`config.mk`:
```
export PLATFORM = sky130hd
export DESIGN_NAME = vedic_mul_seq
export DESIGN_NICKNAME = d
export VERILOG_FILES = /design/src/rtl/vedic_pkg.sv /design/src/rtl/vedic_pp_unit.sv /design/src/rtl/vedic_mul_seq.sv
export SDC_FILE = /design/constraint.sdc
export NUM_CORES = 1
export LEC_CHECK = 0
export ABC_AREA = 1
export CAP_MARGIN = 20
export CORE_MARGIN = 3
export CORE_UTILIZATION = 55
export DETAILED_ROUTE_END_ITERATION = 8
export GPL_TIMING_DRIVEN = 0
export HOLD_SLACK_MARGIN = 0.08
export PLACE_DENSITY = 0.75
export SLEW_MARGIN = 20
export SYNTH_ARGS = -nofsm -noshare
export SYNTH_HDL_FRONTEND = slang
export SYNTH_SLANG_ARGS = --single-unit
```
`constraint.sdc`:
```
create_clock -name clk -period 15.5 [get_ports clk]
set_input_delay 3.1 -clock clk [delete_from_list [all_inputs] [get_ports clk]]
set_output_delay 3.1 -clock clk [all_outputs]
set_load 0.005 [all_outputs]
```
`src/rtl/vedic_pkg.sv`:
```
// Shared types and elaboration helpers for the sequential Vedic multiplier.
package vedic_pkg;

  typedef enum logic [1:0] {IDLE, CALC, DONE} state_t;

  function automatic int digits(int width, int bw);
    return width / bw;
  endfunction

  function automatic bit width_ok(int width, int bw);
    return (bw > 0) && (width % bw == 0);
  endfunction

  function automatic int pow2_ceil(int x);
    int r;
    r = 1;
    while (r < x) r = r * 2;
    return r;
  endfunction

endpackage

```
`src/rtl/vedic_pp_unit.sv`:
```
// Combinational BW x BW Vedic (Urdhva) multiplier, built recursively down to 2x2 cells.
module vedic_pp_unit
  import vedic_pkg::*;
#(
  parameter int BW = 12
) (
  input  logic [BW-1:0]   a,
  input  logic [BW-1:0]   b,
  output logic [2*BW-1:0] p
);

  localparam int P = pow2_ceil(BW);

  if (BW == 1) begin : g_bit
    assign p = {1'b0, a[0] & b[0]};
  end else if (BW == 2) begin : g_cell
    logic c1;
    assign c1   = a[1] & b[0] & a[0] & b[1];
    assign p[0] = a[0] & b[0];
    assign p[1] = (a[1] & b[0]) ^ (a[0] & b[1]);
    assign p[2] = (a[1] & b[1]) ^ c1;
    assign p[3] = a[1] & b[1] & c1;
  end else if (P != BW) begin : g_pad
    // Non power-of-two digits ride on the next power-of-two core; upper bits are always zero.
    logic [2*P-1:0]    pw;
    logic [2*P-1:2*BW] unused_hi;
    vedic_pp_unit #(.BW(P)) u_core (
      .a({{(P-BW){1'b0}}, a}),
      .b({{(P-BW){1'b0}}, b}),
      .p(pw)
    );
    assign p         = pw[2*BW-1:0];
    assign unused_hi = pw[2*P-1:2*BW];
  end else begin : g_split
    localparam int H = BW / 2;
    logic [BW-1:0] ll, lh, hl, hh;
    logic [BW:0]   mid;
    vedic_pp_unit #(.BW(H)) u_ll (.a(a[H-1:0]),  .b(b[H-1:0]),  .p(ll));
    vedic_pp_unit #(.BW(H)) u_lh (.a(a[H-1:0]),  .b(b[BW-1:H]), .p(lh));
    vedic_pp_unit #(.BW(H)) u_hl (.a(a[BW-1:H]), .b(b[H-1:0]),  .p(hl));
    vedic_pp_unit #(.BW(H)) u_hh (.a(a[BW-1:H]), .b(b[BW-1:H]), .p(hh));
    assign mid = {1'b0, lh} + {1'b0, hl};
    assign p   = {hh, ll} + {{(BW-H-1){1'b0}}, mid, {H{1'b0}}};
  end

endmodule

```
`src/rtl/vedic_mul_seq.sv`:
```
// Sequential WIDTH x WIDTH unsigned multiplier / MAC iterating one BW x BW Vedic core over all digit pairs.
module vedic_mul_seq
  import vedic_pkg::*;
#(
  parameter int WIDTH = 48,
  parameter int BW    = 12
) (
  input  logic               clk,
  input  logic               rst,
  input  logic               in_vld,
  output logic               in_rdy,
  input  logic [WIDTH-1:0]   in_a,
  input  logic [WIDTH-1:0]   in_b,
  input  logic               in_acc,
  output logic               out_vld,
  input  logic               out_rdy,
  output logic [2*WIDTH-1:0] out_rslt,
  output logic               busy
);

  localparam int N  = digits(WIDTH, BW);
  localparam int CW = (N > 1) ? $clog2(N) : 1;
  localparam int RW = 2 * WIDTH;
  localparam logic [CW-1:0] DMAX = CW'(N - 1);

  if (!width_ok(WIDTH, BW)) begin : g_chk
    $error("vedic_mul_seq: WIDTH must be a multiple of BW");
  end

  state_t           state_q, state_d;
  logic [WIDTH-1:0] a_q, b_q;
  logic [CW-1:0]    i_q, j_q;
  logic [CW:0]      sh_q;
  logic [RW-1:0]    acc_q, last_q, sum;
  logic [2*BW-1:0]  p, pp_q;
  logic [BW-1:0]    da, db;
  // [0]: a digit pair is being issued, [1]: pp_q holds a valid partial product
  logic [1:0]       vld_pipe;
  logic             fin_q, end_ij, accept;

  assign in_rdy  = (state_q == IDLE) && !rst;
  assign out_vld = (state_q == DONE);
  assign busy    = (state_q != IDLE);
  assign accept  = in_vld && in_rdy;
  assign end_ij  = (i_q == DMAX) && (j_q == DMAX);

  assign da = a_q[int'(i_q)*BW +: BW];
  assign db = b_q[int'(j_q)*BW +: BW];

  vedic_pp_unit #(.BW(BW)) u_pp (.a(da), .b(db), .p(p));

  assign sum = acc_q + (RW'(pp_q) << (BW * int'(sh_q)));

  always_ff @(posedge clk) begin
    if (rst) state_q <= IDLE;
    else     state_q <= state_d;
  end

  always_comb begin
    state_d = state_q;
    case (state_q)
      IDLE:    if (accept)  state_d = CALC;
      CALC:    if (fin_q)   state_d = DONE;
      DONE:    if (out_rdy) state_d = IDLE;
      default: state_d = IDLE;
    endcase
  end

  // Partial products are registered, so accumulation trails digit issue by one cycle.
  always_ff @(posedge clk) begin
    if (rst) begin
      a_q      <= '0;
      b_q      <= '0;
      i_q      <= '0;
      j_q      <= '0;
      sh_q     <= '0;
      pp_q     <= '0;
      vld_pipe <= '0;
      fin_q    <= 1'b0;
      acc_q    <= '0;
      last_q   <= '0;
      out_rslt <= '0;
    end else begin
      pp_q        <= p;
      sh_q        <= {1'b0, i_q} + {1'b0, j_q};
      vld_pipe[1] <= vld_pipe[0];
      fin_q       <= vld_pipe[0] && end_ij;
      if (accept) begin
        a_q         <= in_a;
        b_q         <= in_b;
        i_q         <= '0;
        j_q         <= '0;
        vld_pipe[0] <= 1'b1;
        acc_q       <= in_acc ? last_q : '0;
      end else begin
        if (vld_pipe[0]) begin
          if (end_ij) begin
            vld_pipe[0] <= 1'b0;
            i_q         <= '0;
            j_q         <= '0;
          end else if (j_q == DMAX) begin
            j_q <= '0;
            i_q <= i_q + CW'(1);
          end else begin
            j_q <= j_q + CW'(1);
          end
        end
        if (vld_pipe[1]) acc_q <= sum;
      end
      if (fin_q) begin
        out_rslt <= sum;
        last_q   <= sum;
      end
    end
  end

endmodule

```
# --- After elaboration in Yosys (flattened, before gate mapping) ---
# Index checks and enable logic that the tools add are counted.
word_totals:
  wordCells: 402
  input_bits: 101
  ff_bits: 324
  out_inout_bits: 99
op_classes:
  bitwise_logic: 324
  shift: 3
  muxes: 14
  multipliers: 3
  n_reduce_logical: 12
  n_eq_ne: 7
  addsub: 28
op_table:
  columns: ["op", "count"]
  rows:
  - ["$mux 96", 3]
  - ["$and 1x1->1", 252]
  - ["$add 96x96->96", 1]
  - ["$shiftx 48x7->12", 2]
  - ["$shl 24x7->96", 1]
  - ["$add 8x7->8", 9]
  - ["$xor 1x1->1", 72]
  - ["$add 4x4->5", 9]
  - ["$add 8x12->13", 2]
  - ["$add 24x24->24", 1]
  - ["$add 16x13->16", 1]
  - ["$add 13x13->14", 1]
  - ["$mux 2", 7]
  - ["$add 8x8->9", 1]
  - ["$mul 2x2->4 const B", 2]
  - ["$eq 2x2->1 const B", 3]
  - ["$pmux 2 s3", 1]
  - ["$reduce_bool 2->1", 3]
  - ["$mul 2x3->5 const A", 1]
  - ["$add 2x1->2 const B", 2]
  - ["$logic_and 1x1->1", 4]
  - ["$ne 2x2->1 const B", 2]
  - ["$add 2x2->3", 1]
  - ["$mux 1", 3]
  - ["7 further kinds", 7]

# --- Longest topological paths before layout ---
# Gate-level depths: netlist of the first run.
depth:
  depth_word: 11
  depth_mapped: 40
  depth_no_buf: 39

# --- Modules after synthesis ---
# Synthesis of the first run repeated with hierarchy kept, for this count alone.
hier_totals:
  cells_unflattened: 7007
  area_unflattened_um2: 39624.3
by_module_without_submodules:
  columns: ["mod", "cells_per_inst", "area_per_inst_um2", "n_inst", "seq_area_each_um2"]
  rows:
  - ["vedic_mul_seq", 4360, 24641.1, 1, 6486.2]
  - ["vedic_pp_unit (u_pp.g_pad.u_core.g_split.u_hl.g_split.u_hh ...)", 46, 331.6, 12, 0.0]
  - ["vedic_pp_unit (u_pp.g_pad.u_core.g_split.u_hh.g_split.u_hh.g_split.u_hh ...)", 12, 55.1, 64, 0.0]
  - ["vedic_pp_unit (u_pp.g_pad.u_core)", 470, 2379.8, 1, 0.0]
  - ["vedic_pp_unit (u_pp.g_pad.u_core.g_split.u_hh ...)", 169, 952.2, 2, 0.0]
  - ["vedic_pp_unit (u_pp.g_pad.u_core.g_split.u_lh ...)", 169, 943.4, 2, 0.0]
  - ["vedic_pp_unit (u_pp.g_pad.u_core.g_split.u_hh.g_split.u_hh ...)", 45, 326.6, 4, 0.0]
  - ["vedic_pp_unit (u_pp)", 1, 3.8, 1, 0.0]

# --- Worst setup path before layout of the first run ---
# OpenSTA, ideal clock, no wires.
synth_timing:
  path_kind: "flip-flop to flip-flop"
  from: "reg j_q[1]"
  to: "reg pp_q[23]"
  t_arrival_ns: 6.652
  path_buffers: 1
  required_ns: 15.430
  setup_ns: 0.070
  synth_period_minus_slack_ns: 6.722
  stages_incl_launch_ff: 37
  path_slack_ns: 8.778
  cell_sequence: "dfxtp_1 inv_1 buf_2 a32oi_1 inv_1 nor2_1 ha_1 ha_1 a21oi_1 nand2_1 xor2_1 ha_1 inv_1 o221ai_1 xor2_1 fa_1 inv_1 fa_1 inv_1 ha_1 a21oi_1 a21boi_0 o21ai_0 nand2_1 nand2_1 a21oi_1 xor2_1 inv_1 ha_1 nand2_1 nor2_1 nand4_1 o21ai_0 nand2_1 a21oi_1 o21ai_0 a21oi_1"
synth_between:
  elab_chain_len: 11
  elab_cells_between_ends: 350
  classes_between: "24 x add/sub; 1 x mul; 1 x shift; 324 x bitwise"
synth_lines:
  columns: ["element", "line_no", "text"]
  rows:
  - ["from (decl)", "vedic_mul_seq.sv:32", "logic [CW-1:0] i_q, j_q;"]
  - ["from (signal assigned)", "vedic_mul_seq.sv:105", "j_q <= j_q + CW'(1);"]
  - ["$mul 2x2->4 *", "vedic_mul_seq.sv:48", "assign db = b_q[int'(j_q)*BW +: BW];"]
  - ["$shiftx 48x7->12 *", "vedic_mul_seq.sv:48", null]
  - ["$and 1x1->1", "vedic_pp_unit.sv:18, vedic_pp_unit.sv:20", null]
  - ["$and 1x1->1 (2 in a row)", "vedic_pp_unit.sv:18", "assign c1 = a[1] & b[0] & a[0] & b[1];"]
  - ["$xor 1x1->1 or $and 1x1->1 (tied branches)", "vedic_pp_unit.sv:21, vedic_pp_unit.sv:22", null]
  - ["$add 4x4->5", "vedic_pp_unit.sv:42", "assign mid = {1'b0, lh} + {1'b0, hl};"]
  - ["$add 8x7->8", "vedic_pp_unit.sv:43", "assign p = {hh, ll} + {{(BW-H-1){1'b0}}, mid, {H{1'b0}}};"]
  - ["$add 8x12->13 or $add 8x8->9 (tied branches)", "vedic_pp_unit.sv:43, vedic_pp_unit.sv:42", null]
  - ["$add 13x13->14 or $add 16x13->16 (tied branches)", "vedic_pp_unit.sv:42, vedic_pp_unit.sv:43", null]
  - ["$add 24x24->24 *", "vedic_pp_unit.sv:43", null]
  - ["to (signal assigned)", "vedic_mul_seq.sv:84", "pp_q <= p;"]
  - ["to (decl)", "vedic_mul_seq.sv:35", "logic [2*BW-1:0] p, pp_q;"]
# Every way passes the cells marked *; elsewhere a longest branch is shown, timed or not.
# A chain may end at the register's enable or synchronous reset.

# --- Worst setup path after layout of the first run ---
# Ends and elaborated chain as after synthesis.

==> results of run 1 <==
## state kept, by name, indices dropped and copies added, names as in the netlist
name and count:
vld_pipe 2, pp_q 24, a_q 48, i_q 2, sh_q 3, state_q 2
j_q 2, acc_q 96, fin_q 1, b_q 48, last_q 96
## stage by stage
step | utilization | setup WS, ns | std cells | power, µW | area, µm²
floorplan | - | 8.78 | 5346 | 1370 | 31400
global placement | 0.615 | 7.16 | 6292 | 1590 | 34400
detailed placement | 0.616 | 7.41 | 6300 | 1600 | 34400
CTS | 0.638 | 7.38 | 6362 | 2490 | 35600
global route | 0.638 | 6.74 | 6363 | 2610 | 35600
finish | 0.638 | 7.32 | 6364 | 2500 | 35600
## cell usage in the layout (no fill, tap or decap), drive strengths merged, types with 23 or more instances in the layout
master,synthesis,routed
nand2,1740,1740
inv,1055,1056
nor2,505,505
dfxtp,324,324
a21oi,307,307
o21ai,306,306
ha,275,275
nand3,262,262
clkdlybuf4s50,0,198
clkbuf,106,158
xor2,87,87
buf,57,65
xnor2,58,58
o22ai,44,44
fa,34,34
a31oi,32,32
nand4,28,28
a32oi,23,23
## layout make-up
cell class,count,area [µm²]
buffer,163,699
clock inverter,11,155
clock buffer,51,1060
antenna,1,2.50
sequential,324,6490
timing repair buffer,207,2040
tap,748,936
multi-input combinational,3800,20300
fill,5526,20200
inverter,1059,3980
## worst max-delay path: cells and delay by family, from the launching register on
family | cells | cell delay, ns
buffers and inverters | 7 | 1.08
DFF | 1 | 0.36
adders and majority gates | 7 | 2.70
and+or+nand+nor | 8 | 0.80
AOI/OAI and AO/OA | 12 | 2.62
xor gates and xnor gates | 3 | 0.51
## worst min path at each step
stage / from / endpoint / depth (start not counted)
after floorplan: b_q[12] / b_q[12] / 2
after global placement: b_q[42] / b_q[42] / 2
after detailed placement: b_q[42] / b_q[42] / 2
after CTS: b_q[42] / b_q[42] / 2
after global routing: b_q[42] / b_q[42] / 2
final: b_q[42] / b_q[42] / 2
## layer usage
layer	vias to the layer above	global-route usage	share of wire
met5	-	0	0.00022
met4	4	0.296	0.090
met3	421	0.0595	0.084
met2	1551	0.634	0.43
met1	15400	0.486	0.40
li1	17000	-	-
## power by group
group	internal (µW)	switching [µW]
logic	216	467
clock network	502	391
registers	891	34.6
## cells by family after synthesis
kind of cell	after synthesis
flops	324
buf+inv	1222
fa+ha+maj	309
mux	10
compound gates	749
simple gates	2587
xor+xnor	145
==> results.md, run 1 <==
- Status: finished clean
- Adder-cell share of the synthesized area: 0.131
- Worst Reg-to-Reg Cells: 37
- Delay of the slowest cell on the worst path: 0.62 ns
- R2r startpoint: j_q[1]
- Max frequency: 0.122 GHz
- Final setup viols: 0
- Critical path class: flip-flop to flip-flop
- Root Driver: clkbuf_16
- Largest family of logic cells by synthesized area: simple AND/OR/NAND/NOR gates
- XOR/XNOR Fraction of Synth Area: 0.0404
- R2r setup slk: 7.32 ns
- Ys Warns: 0
- Die Y: 245 µm
- Multiplexer area fraction after synthesis: 0.00318
- Worst setup SP type: flip-flop
- Peak VDD IR: 0.0000968 V
- Most frequent cells after synthesis: 1704 x nand2_1, 1024 x inv_1, 445 x nor2_1
- Simple-gate area share of the yosys netlist: 0.338
- Sink Count: 324
- Initial antenna violation count: 3
- Most common cell in the netlist: nand2_1
- Hold WS: 0.464 ns
- Largest net degree at the start of global routing: 13
- Max H-tree Level: 2
- Top-Level Pins: 200
- Layout cell share with drive strength beyond 1: 0.0511
- Worst min-delay path class: flip-flop to flip-flop
- Crit path max fanout: 10
- Pwr/cell area: 70.2 nW/µm²
- Worst reg2reg path endpoint: pp_q[23]
- Post-CTS resize count: 0
- Port buffer count: 198
- Vias per Instance: 5.41
- RePlAce Congestion: 1.17
- TritonCTS Buffers: 38
- Sequential-to-total area share from yosys stat: 0.206
- Total core area: 55800 µm²
- Netlist cell types: 50
- Routed wire per std cell: 19.2 µm
- Leakage: 0.0196 µW
- Initial Utilization: 0.563
- Post-CTS Setup Inserts: 0
- Net total in the final layout: 6003
- HPWL after detailed placement: 103000 µm
- Drt drc: 0
- Via Count: 34400
- Area Overhead vs Synth: 13.4%
- Setup TNS Final: 0 ns
- Post-synthesis cell area: 31400 µm²
- Worst skew pair latency: 0.59 ns
- Die Span X: 245 µm
- Syn_nets: 5756
- Vias in the first global route: 32100
- Total track usage: 0.397
- First-pass GRT wire length: 182000 µm
- Crit-path slowest cell: a32oi_2
- Async S/R FF share, synth: 0
- Die area: 60100 µm²
- Syn avg cell area: 5.88 µm²
- Worst-Margin Slew: 1.27 ns
- CTS tree: done
- Final ANT Viol Nets: 0
- Fin. max-slew vios: 0
- EDFF count, synth: 0
- Post-synth top area cell: dfxtp_1
- Primary FF master, synth: dfxtp_1
- RSZ-0062 raised after global routing: false
- Clock Path Buffers: 3
- Hold_buf cts: 0
- Required @ worst endpoint: 16.01 ns
- #FFs+latches synth: 324
- Post-synthesis compound-gate area fraction: 0.132
- Minimum clock period: 8.18 ns
- Final period util: 0.528
- Crit path DAT: 8.69 ns
- First drt pass iteration count: 6
- Final wirelength: 122000 µm
- Row count: 86
- Worst Skew: 0.0227 ns
- Slew HR: 0.142
- Final global-route overflow total: 0
- Crit. End Element: flip-flop
- 1st-iter DRT viols: 3091
- Top-area cell type share of the netlist area: 0.206
- Max cap viols: 0
- Critical Path Source: j_q[1]
- Synth area leaders: dfxtp_1 21%, nand2_1 20%, inv_1 12%
- Crit path capture: pp_q[23]
- Mapped Cells: 5346
- Final hold vios: 0
- Reg clk slew, reported paths: 0.06 ns
Note: power is estimated with default switching activity, not from simulation.
==> inputs of run 2 (changes only) <==
==> constraint.sdc (replaced) <==
create_clock -name clk -period 8.3 [get_ports clk]
set_input_delay 1.66 -clock clk [delete_from_list [all_inputs] [get_ports clk]]
set_output_delay 1.66 -clock clk [all_outputs]
set_load 0.005 [all_outputs]
==> results.md, run 2 (same netlist as run 1, synthesis figures left out) <==
- Final setup viols: 0
- Commonest non-fill, non-tap cell in the layout: nand2_1
- Final hold vios: 0
- Worst-Margin Slew: 1.24 ns
- Final ANT Viol Nets: 0
- Port buffer count: 198
- Leakage: 0.0197 µW
- Die Y: 245 µm
- Worst setup SP type: flip-flop
- Clock Path Buffers: 3
- Drt drc: 0
- Critical Path Source: i_q[0]
- Reg clk slew, reported paths: 0.06 ns
- Via Count: 34300
- Routed wire per std cell: 19.2 µm
- CP delay by family, top: adder cells
- Top-Level Pins: 200
- Final period util: 0.927
- Initial Utilization: 0.563
- Sink Count: 324
- Most frequent cells in the layout: 1704 x nand2_1, 1024 x inv_1, 445 x nor2_1, 324 x dfxtp_1, 307 x a21oi_1
- Critical path class: flip-flop to flip-flop
- Worst min-delay path class: flip-flop to flip-flop
- Crit. path cell count: 34
- Slew HR: 0.165
- Worst reg2reg path endpoint: pp_q[23]
- Row count: 86
- Die area: 60100 µm²
- Delay of the slowest cell on the worst path: 0.55 ns
- 1st-iter DRT viols: 3056
- Final global-route overflow total: 0
- Design area: 35700 µm²
- Worst path buffer plus inverter count: 7
- Worst Reg-to-Reg Cells: 34
- Crit path max fanout: 10
- Required @ worst endpoint: 8.81 ns
- Peak VDD IR: 0.000182 V
- CTS tree: done
- Initial antenna violation count: 3
- Hold-critical path depth: 2
- Max H-tree Level: 2
- RSZ-0062 raised after global routing: false
- Crit. End Element: flip-flop
- Place WS: 0.209 ns
- Vias per Instance: 5.39
- Fin util: 0.640
- HPWL after detailed placement: 103000 µm
- Layout cell share with drive strength beyond 1: 0.0515
- First-pass GRT wire length: 182000 µm
- Area Overhead vs Synth: 13.7%
- R2r setup slk: 0.61 ns
- Worst Skew: 0.0255 ns
- Hold EP: b_q[31]
- Total core area: 55800 µm²
- Die Span X: 245 µm
- Vias in the first global route: 32100
- Hold_buf cts: 0
- Post-Place Cell Area: 34400 µm²
- Root Driver: clkbuf_16
- Setup TNS Final: 0 ns
- Hold_sp: b_q[31]
- Status: finished clean
- R2r startpoint: i_q[0]
- Total track usage: 0.397
- Crit-path slowest cell: fa_1
- Pwr/cell area: 131 nW/µm²
- TritonCTS Buffers: 38
- Hold WS: 0.466 ns
- Largest regs: acc_q (96), last_q (96)
- Crit path DAT: 8.20 ns
- Setup WS post-layout: 0.609 ns
- Worst skew pair latency: 0.59 ns
- Max frequency: 0.130 GHz
- Net total in the final layout: 6004
- Largest net degree at the start of global routing: 13
- Minimum clock period: 7.69 ns
- RePlAce Congestion: 1.17
- Fin. max-slew vios: 0
- Final wirelength: 122000 µm
- Max cap viols: 0
- First drt pass iteration count: 5
==> run 2: worst reg2reg max path, delay by kind of cell, from the launching register on <==
| kind | cells | cell delay (ns) |
|---|---|---|
| flip-flops | 1 | 0.39 |
| AND/OR/NAND/NOR | 7 | 0.71 |
| XOR/XNOR | 2 | 0.31 |
| adder cells (fa/ha/maj) | 7 | 2.94 |
| buffers and inverters | 7 | 0.96 |
| AO/OA/AOI/OAI | 11 | 2.27 |
==> run 2: layer usage <==
layer  wire [µm]  track usage
met5          23            0
met1       48200        0.486
met3       10300       0.0595
met4       11000        0.296
met2       52800        0.634
==> run 2: cell type report <==
class	instances	area, µm²
antenna	1	2.50
inverter	1059	3980
tap	748	936
sequential	324	6490
clock inverter	11	155
fill	5502	20100
clock buffer	51	1060
multi-input combinational	3800	20400
timing repair buffer	208	2060
buffer	163	699
==> run 2: stage by stage <==
step           total power (µW)  std cells
5_1_grt                    4880       6364
4_1_cts                    4650       6362
2_1_floorplan              2560       5346
3_5_place_dp               3000       6300
6_report                   4680       6365
3_3_place_gp               2980       6292
==> run 2: how the worst max path moves through the flow <==
| stage | to | slack, ns |
|---|---|---|
| after global routing | pp_q[19] | 0.01 |
| final | pp_q[23] | 0.61 |
| after CTS | pp_q[23] | 0.18 |
| after detailed placement | pp_q[23] | 0.21 |
| after floorplan | pp_q[23] | 1.58 |
| after global placement | pp_q[23] | -0.04 |
==> run 2: what timing repair did <==
| item | 4_1_cts | 5_1_grt |
|---|---|---|
| endpoints found under the hold margin | 0 | 0 |
| setup endpoints to repair | 0 | 4 |
| gates resized for setup | 0 | 9 |
| setup buffers | 0 | 1 |
==> run 2: report_power, final <==
group          switching, µW  total (µW)  internal, µW
logic                    876        1280           409
registers               64.6        1730          1660
clock network            730        1670           937
total                   1670        4680          3010
